<file path="config.mk">
export PLATFORM = sky130hd
export DESIGN_NAME = inst_buffer
export DESIGN_NICKNAME = d
export VERILOG_FILES = /design/src/rtl/inst_buffer.sv
export SDC_FILE = /design/constraint.sdc
export NUM_CORES = 1
export LEC_CHECK = 0
export ABC_AREA = 1
export BUFFER_PORTS_ARGS = -buffer_cell sky130_fd_sc_hd__buf_4
export CORE_MARGIN = 2
export CORE_UTILIZATION = 30
export DETAILED_ROUTE_END_ITERATION = 10
export GPL_ROUTABILITY_DRIVEN = 1
export PLACE_DENSITY_LB_ADDON = 0.08
export SLEW_MARGIN = 20
export SYNTH_ARGS = -nofsm -noshare
export SYNTH_HDL_FRONTEND = slang
export SYNTH_SLANG_ARGS = --single-unit
</file>
<file path="constraint.sdc">
create_clock -name clock -period 4.45 [get_ports clock]
set_input_delay 0.6675 -clock clock [delete_from_list [all_inputs] [get_ports clock]]
set_output_delay 0.6675 -clock clock [all_outputs]
set_load 0.01 [all_outputs]
</file>
<file path="src/rtl/inst_buffer.sv">
// Circular instruction buffer between fetch and dispatch.
// Free space and dispatch outputs come from registered state only.
module inst_buffer #(
  parameter int N               = 3,
  parameter int DEPTH           = 8,
  parameter int PKT_W           = 32,
  parameter int NUM_SCALAR_BITS = $clog2(N + 1),
  parameter int CNT_BITS        = $clog2(DEPTH + 1)
) (
  input  logic                          clock,
  input  logic                          reset,
  input  logic [N-1:0][PKT_W-1:0]       inst_buffer_inputs,
  input  logic [NUM_SCALAR_BITS-1:0]    inst_valid,
  output logic [NUM_SCALAR_BITS-1:0]    inst_buffer_spots,
  input  logic                          restore_valid,
  output logic [N-1:0][PKT_W-1:0]       dispatch_packets,
  output logic [NUM_SCALAR_BITS-1:0]    dispatch_valid,
  input  logic [NUM_SCALAR_BITS-1:0]    dispatch_count,
  output logic [CNT_BITS-1:0]           occupancy
);

  localparam int PTR_BITS = (DEPTH > 1) ? $clog2(DEPTH) : 1;
  localparam int SUM_W    = CNT_BITS + 1;
  localparam logic [CNT_BITS-1:0] DEPTH_C = CNT_BITS'(DEPTH);
  localparam logic [CNT_BITS-1:0] N_C     = CNT_BITS'(N);

  logic [PKT_W-1:0]    mem [DEPTH];
  logic [PTR_BITS-1:0] head, tail;
  logic [CNT_BITS-1:0] count;

  logic [CNT_BITS-1:0] free, spots_c, dv_c, iv_c, dc_c, wr, rd;

  // Pointer plus increment (< 2*DEPTH) needs one compare-and-subtract, valid for any DEPTH.
  function automatic logic [PTR_BITS-1:0] wrap_add(input logic [PTR_BITS-1:0] ptr,
                                                   input logic [CNT_BITS-1:0] inc);
    logic [SUM_W-1:0] sum;
    sum = SUM_W'(ptr) + SUM_W'(inc);
    if (sum >= SUM_W'(DEPTH)) sum = sum - SUM_W'(DEPTH);
    return PTR_BITS'(sum);
  endfunction

  always_comb begin
    free    = DEPTH_C - count;
    spots_c = (free >= N_C) ? N_C : free;
    dv_c    = (count >= N_C) ? N_C : count;
    iv_c    = CNT_BITS'(inst_valid);
    dc_c    = CNT_BITS'(dispatch_count);
    wr      = (iv_c > spots_c) ? spots_c : iv_c;
    rd      = (dc_c > dv_c) ? dv_c : dc_c;
  end

  assign inst_buffer_spots = NUM_SCALAR_BITS'(spots_c);
  assign dispatch_valid    = NUM_SCALAR_BITS'(dv_c);
  assign occupancy         = count;

  always_comb begin
    dispatch_packets = '0;
    for (int i = 0; i < N; i++) begin
      if (CNT_BITS'(i) < dv_c)
        dispatch_packets[i] = mem[wrap_add(head, CNT_BITS'(i))];
    end
  end

  always_ff @(posedge clock or posedge reset) begin
    if (reset) begin
      head  <= '0;
      tail  <= '0;
      count <= '0;
    end else if (restore_valid) begin
      head  <= '0;
      tail  <= '0;
      count <= '0;
    end else begin
      head  <= wrap_add(head, rd);
      tail  <= wrap_add(tail, wr);
      count <= count + wr - rd;
    end
  end

  // Storage has no reset; unread slots are masked on the dispatch side.
  always_ff @(posedge clock) begin
    for (int i = 0; i < N; i++) begin
      if (!restore_valid && (CNT_BITS'(i) < wr))
        mem[wrap_add(tail, CNT_BITS'(i))] <= inst_buffer_inputs[i];
    end
  end

  always @(posedge clock) begin
    if (!reset && !restore_valid) begin
      assert (inst_valid <= inst_buffer_spots)
        else $warning("inst_valid exceeds inst_buffer_spots; write clipped");
      assert (dispatch_count <= dispatch_valid)
        else $warning("dispatch_count exceeds dispatch_valid; read clipped");
    end
  end

endmodule

</file>
==> out/metrics.yaml, run 1 <==
sta:
  fin_crit_ps: 4360
  rsz0062_at_grt: "false"
  finClkSkew_ps: 20.5
  slew_headroom_pct: 26.1
  fin_tns_setup_ps: 0
  slew_viol_final: 0
  finalCritPeriodShare_pct: 98.0
  setup_viol: 0
  hold_viol: 0
  fmax_mhz: 229
  tightestPinTransition_ps: 1110
finish:
  fin_cells: 4017
  multiInputGateArea_sq_um: 11300
  regArea_sq_um: 7940
  drive_above_1_share_pct: 14.4
  final_nets: 3173
  areaGrowthSynthToFinish_pct: 16.2
  final_cell_mix: "nand2_1, o21ai_0, buf_4"
  antenna_cells: 0
  final_common_cell: "nand2_1"
  fillCellCount: 7415
worst_setup_path:
  cp.required_ps: 3780
  critical_path_class: "reg2out"
  cp_data_arrival_time_ps: 3690
  worst-r2r-setup-slack_ps: 710
  end_kind: "output port"
  cp-start-kind: "flip-flop"
  path_max_fanout: 12
drt:
  routedWlPerCell_microns: 27.4
  wl_mm: 110
  drc: 0
  initialDrtViolationCount: 2915
  firstDrtPassIters: 6
  dr_total_vias: 23000
  avgViaCountPerCell: 5.72
  antenna_left: 0
power:
  peakVddDrop_mv: 0.922
  power.density_nw_per_um2: 757
  power_leakage_nw: 10.9
clock_network:
  cts_tree: "done"
  clk_transition_reported_paths_ps: 50
  clock-sinks: 266
  root_buffer: "clkbuf_16"
  clk_latency_ps: 570
  cts_buffers: 38
  cts_buffer_depth: 3
  post_cts_buffers: 0
  ctsHtreeMaxLevel: 2
floorplan:
  start_util_pct: 30.3
  rows: 97
  pin_count: 207
  fp.dieH_microns: 270
  die_width_microns: 270
  die_area_sq_um: 73000
  core_area_sq_um: 70100
synth:
  synth.distinct_cells: 45
  synthArstFlopShare_pct: 3.76
  synthFlopType: "edfxtp_1"
  syn_inst: 3031
  yosysSeqAreaShare_pct: 37.3
  syn_area_sq_um: 21300
  syn-num-nets: 3153
  synth_seq_cells: 266
  avgSynthCellArea_sq_um: 7.01
  synth-edff-count: 256
  ys_warn_count: 0
placement:
  dp_hpwl_mm: 68.9
  placed_cells: 3951
  gp_congestion: 0.829
  port_buffers: 206
global_route:
  grt_pass1_wl_mm: 155
  overflow: 0
  grt_pass1_vias: 20700
  grt_start_max_net_pins: 193
  antenna_found_initial: 5
  track_usage_pct: 29.2
outcome:
  status: "finished, final reports clean"
job:
  drv_cap: 0
hold_path:
  min_path_type: "in2async"
==> logic make-up after synthesis <==
group                    Yosys count  synth area share, %
flip-flops                       266                 37.3
AND/OR/NAND/NOR                 1542                 31.5
adder cells (fa/ha/maj)           19                 1.30
buffers and inverters            485                 10.3
XOR/XNOR                           5                0.206
AO/OA/AOI/OAI                    683                 18.0
multiplexers                      29                 1.37
other                              2               0.0353
==> worst max-delay path, stage by stage, from the launching register on <==
cell	delay, ps
dfrtp_1	510
ha_1	200
nor2_1	50
nand2_1	110
buf_4	280
nand2_1	680
nor3_1	990
buf_4	260
==> cells in the mapped netlist, types with 2 or more instances <==
master       n  share of area [%]
a2111oi_0   19               0.78
a211oi_1    13               0.46
a21oi_1     64                1.5
a22o_1      18               0.74
buf_1        8               0.14
buf_2      140                3.3
buf_4       12               0.42
buf_6       11               0.58
clkbuf_1   129                2.3
clkbuf_2    36               0.85
clkinv_1     2              0.035
conb_1       2              0.035
dfrtp_1     10                1.2
edfxtp_1   256                 36
fa_1         5               0.47
ha_1        14               0.82
inv_1      144                2.5
inv_2        2              0.035
mux2i_1     29                1.4
nand2_1    977                 17
nand2_2     10               0.29
nand3_1     22               0.52
nand3_2      7               0.33
nand4_1    256                7.5
nor2_1     188                3.3
nor2_2       2              0.059
nor3_1      47                1.1
nor3_2       3               0.14
nor4_1      24               0.71
o211ai_1     2              0.071
o21ai_0    502                 12
o221a_2     27                1.4
o22ai_1     34                1.0
or2_2        2              0.059
xor2_1       4               0.16
==> path summary, 6_finish.rpt <==
kind / cells past startpoint / from / endpoint
hold / removal: 2 / reset / head[0]
max in group asynchronous: 2 / reset / head[0]
setup reg to reg: 16 / occupancy[1] / mem[1][18]
setup / recovery: 7 / occupancy[1] / dispatch_packets[71]
hold reg to reg: 3 / occupancy[0] / occupancy[0]
min in group clock: 2 / restore_valid / head[0]
==> stage by stage <==
step / area (sq um) / util (%) / hold WS, ps / setup WS [ps] / power [mW]
after detailed placement: 23500 / 33.6 / 708 / 732 / 15.5
after floorplan: 21300 / - / 508 / 669 / 9.84
after global routing: 24700 / 35.2 / 125 / 6.50 / 19.6
after global placement: 23500 / 33.6 / 698 / 659 / 15.5
final: 24700 / 35.2 / 105 / 89.3 / 18.7
after CTS: 24700 / 35.2 / 99.9 / 121 / 18.5
==> sequential cells by signal, summed over array words and instances, names as in the netlist <==
| signal | flops |
|---|---|
| head | 3 |
| tail | 3 |
| occupancy | 4 |
| mem | 256 |
==> layout make-up <==
type                       instances  area share (%)
clock buffer                      52            4.32
tap                              940            4.76
clock inverter                    14           0.349
timing repair buffer             317            10.5
sequential                       266            32.1
multi-input combinational       2280            45.6
inverter                         148            2.25
==> per-layer routing <==
| metal | GRT usage, % | vias up | share of wire [%] |
|---|---|---|---|
| met5 | 0 | - | 0.033 |
| met4 | 8.21 | 6 | 2.8 |
| met3 | 5.88 | 205 | 10 |
| met2 | 40.9 | 1370 | 40 |
| met1 | 44.7 | 10900 | 47 |
| li1 | - | 10500 | - |
==> power by group <==
part	internal [mW]	leakage, nW	switching (mW)
clock	1.72	0.567	1.22
sequential	3.51	2.46	0.356
combinational	3.70	7.87	8.20
==> repair_timing <==
action                     4_1_cts  5_1_grt
hold endpoints to repair         0        0
gates resized for setup          0        1
hold buffers                     0        0
setup endpoints to repair        0        1
(Power assumes the default switching activity.)
==> run 2, diff against run 1 <==
- PLACE_DENSITY_LB_ADDON: 0.08 -> not set
==> out/metrics.yaml, run 2 (same netlist as run 1, synthesis figures left out) <==
floorplan:
  fp.dieH_microns: 270  # unchanged
  pin_count: 207  # unchanged
  core_area_sq_um: 70100  # unchanged
  die_width_microns: 270  # unchanged
  die_area_sq_um: 73000  # unchanged
  rows: 97  # unchanged
  start_util_pct: 30.3  # unchanged
finish:
  multiInputGateArea_sq_um: 11300  # -0.12%
  final_nets: 3165  # -0.25%
  final_cell_mix: "nand2_1, o21ai_0, buf_4"
  fin_cells: 4004  # -0.32%
  areaGrowthSynthToFinish_pct: 14.6
  regArea_sq_um: 7940  # unchanged
  largest_reg_flops: 256  # unchanged
  final_common_cell: "nand2_1"
  regMostFlops: "mem"
  drive_above_1_share_pct: 14.1  # -0.33 points
  fillCellCount: 7390  # -0.34%
  utilization_pct: 34.7  # -0.49 points
placement:
  gp_congestion: 0.888  # +7.1%
  dp_hpwl_mm: 61.9  # -10%
  port_buffers: 206  # unchanged
  placed_cells: 3950  # -0.025%
  dp_slack_ps: 706  # -26.2 ps
outcome:
  status: "finished, final reports clean"
sta:
  finClkSkew_ps: 16.2  # -4.27 ps
  finalCritPeriodShare_pct: 98.3  # +0.30 points
  hold_viol: 0  # unchanged
  slew_viol_final: 0  # unchanged
  slew_headroom_pct: 17.4  # -8.6 points
  fmax_mhz: 229  # -0.30%
  rsz0062_at_grt: "false"
  setup_viol: 0  # unchanged
  fin_tns_setup_ps: 0  # unchanged
  worst_slack_ps: 76.2  # -13.2 ps
  tightestPinTransition_ps: 1230  # +127 ps
  fin_crit_ps: 4370  # +13.2 ps
clock_network:
  cts_buffer_depth: 3  # unchanged
  cts_buffers: 31  # -18%
  root_buffer: "clkbuf_16"
  clock-sinks: 266  # unchanged
  clk_latency_ps: 590  # +20 ps
  ctsHtreeMaxLevel: 1  # -1
  cts_tree: "done"
  post_cts_buffers: 0  # unchanged
  post_cts_resized: 0  # unchanged
  clk_transition_reported_paths_ps: 60  # about the same
  hold_buffers: 0  # unchanged
job:
  drv_cap: 0  # unchanged
hold_path:
  min_path_type: "in2async"
drt:
  antenna_left: 0  # unchanged
  drc: 0  # unchanged
  firstDrtPassIters: 6  # unchanged
  avgViaCountPerCell: 5.64  # -1.4%
  routedWlPerCell_microns: 23.8  # -13%
  dr_total_vias: 22600  # -1.7%
  initialDrtViolationCount: 3155  # +8.2%
  wl_mm: 95.3  # -14%
power:
  power.density_nw_per_um2: 716  # -5.5%
  peakVddDrop_mv: 0.456  # -51%
  power_leakage_nw: 10.7  # -1.5%
  power.total_mw: 17.4  # -6.8%
worst_setup_path:
  cp.required_ps: 3780  # about the same
  critical_path.top_delay_family: "compound AO/OA/AOI/OAI gates"
  crit_slowest_cell: "a211oi_1"
  cp_data_arrival_time_ps: 3710  # +20 ps
  worstPathCellList: "ha_2 -> inv_1 -> buf_12 -> o21ai_0 -> o221a_2 -> a211oi_1 -> buf_4"
  end_kind: "output port"
  worst_path_largest_cell_delay_ps: 790  # -200 ps
  cp_num_buf_inv: 3  # +1
  cp-start-kind: "flip-flop"
  path_max_fanout: 62  # +50
  critical_path_class: "reg2out"
global_route:
  antenna_found_initial: 4  # -1
  grt_start_max_net_pins: 177  # -8.3%
  track_usage_pct: 24.9  # -4.3 points
  overflow: 0  # unchanged
  grt_pass1_vias: 19900  # -4.1%
  grt_pass1_wl_mm: 137  # -11%
run 2: layout make-up:
class	count	area share, %
multi-input cells	2280	46.2
repair buffers	316	10.1
clock inverters	14	0.606
flip-flops and latches	266	32.6
well taps	940	4.83
diodes	1	0.0103
inverters	148	2.29
clock buffers	39	3.31
run 2: path summary, 6_finish.rpt:
path	endpoint	slack, ps	start	depth (start not counted)
setup reg to reg	occupancy[2]	700	occupancy[0]	19
hold reg to reg	head[2]	730	head[2]	2
hold / removal	head[0]	80	reset	2
setup / recovery	dispatch_packets[33]	80	head[0]	7
max in group asynchronous	head[0]	4030	reset	2
min in group clock	occupancy[1]	360	restore_valid	2
run 2: where the power goes:
group          internal, mW  switching (mW)
sequential             3.51           0.328
clock                  1.44            1.08
combinational          3.59            7.49
run 2: stage by stage:
stage,hold slack (ps),instance area (sq um)
3_3_place_gp,700,23400
5_1_grt,131,24400
6_report,79.8,24400
4_1_cts,95.8,24400
3_5_place_dp,705,23400
2_1_floorplan,508,21300
run 2: layer usage:
metal,vias to the layer above,routed length [microns],track usage [%]
met5,-,35,0
met1,10400,39600,35.4
met3,231,12600,6.55
met2,1484,40000,36.3
met4,6,3170,8.16
li1,10500,-,-
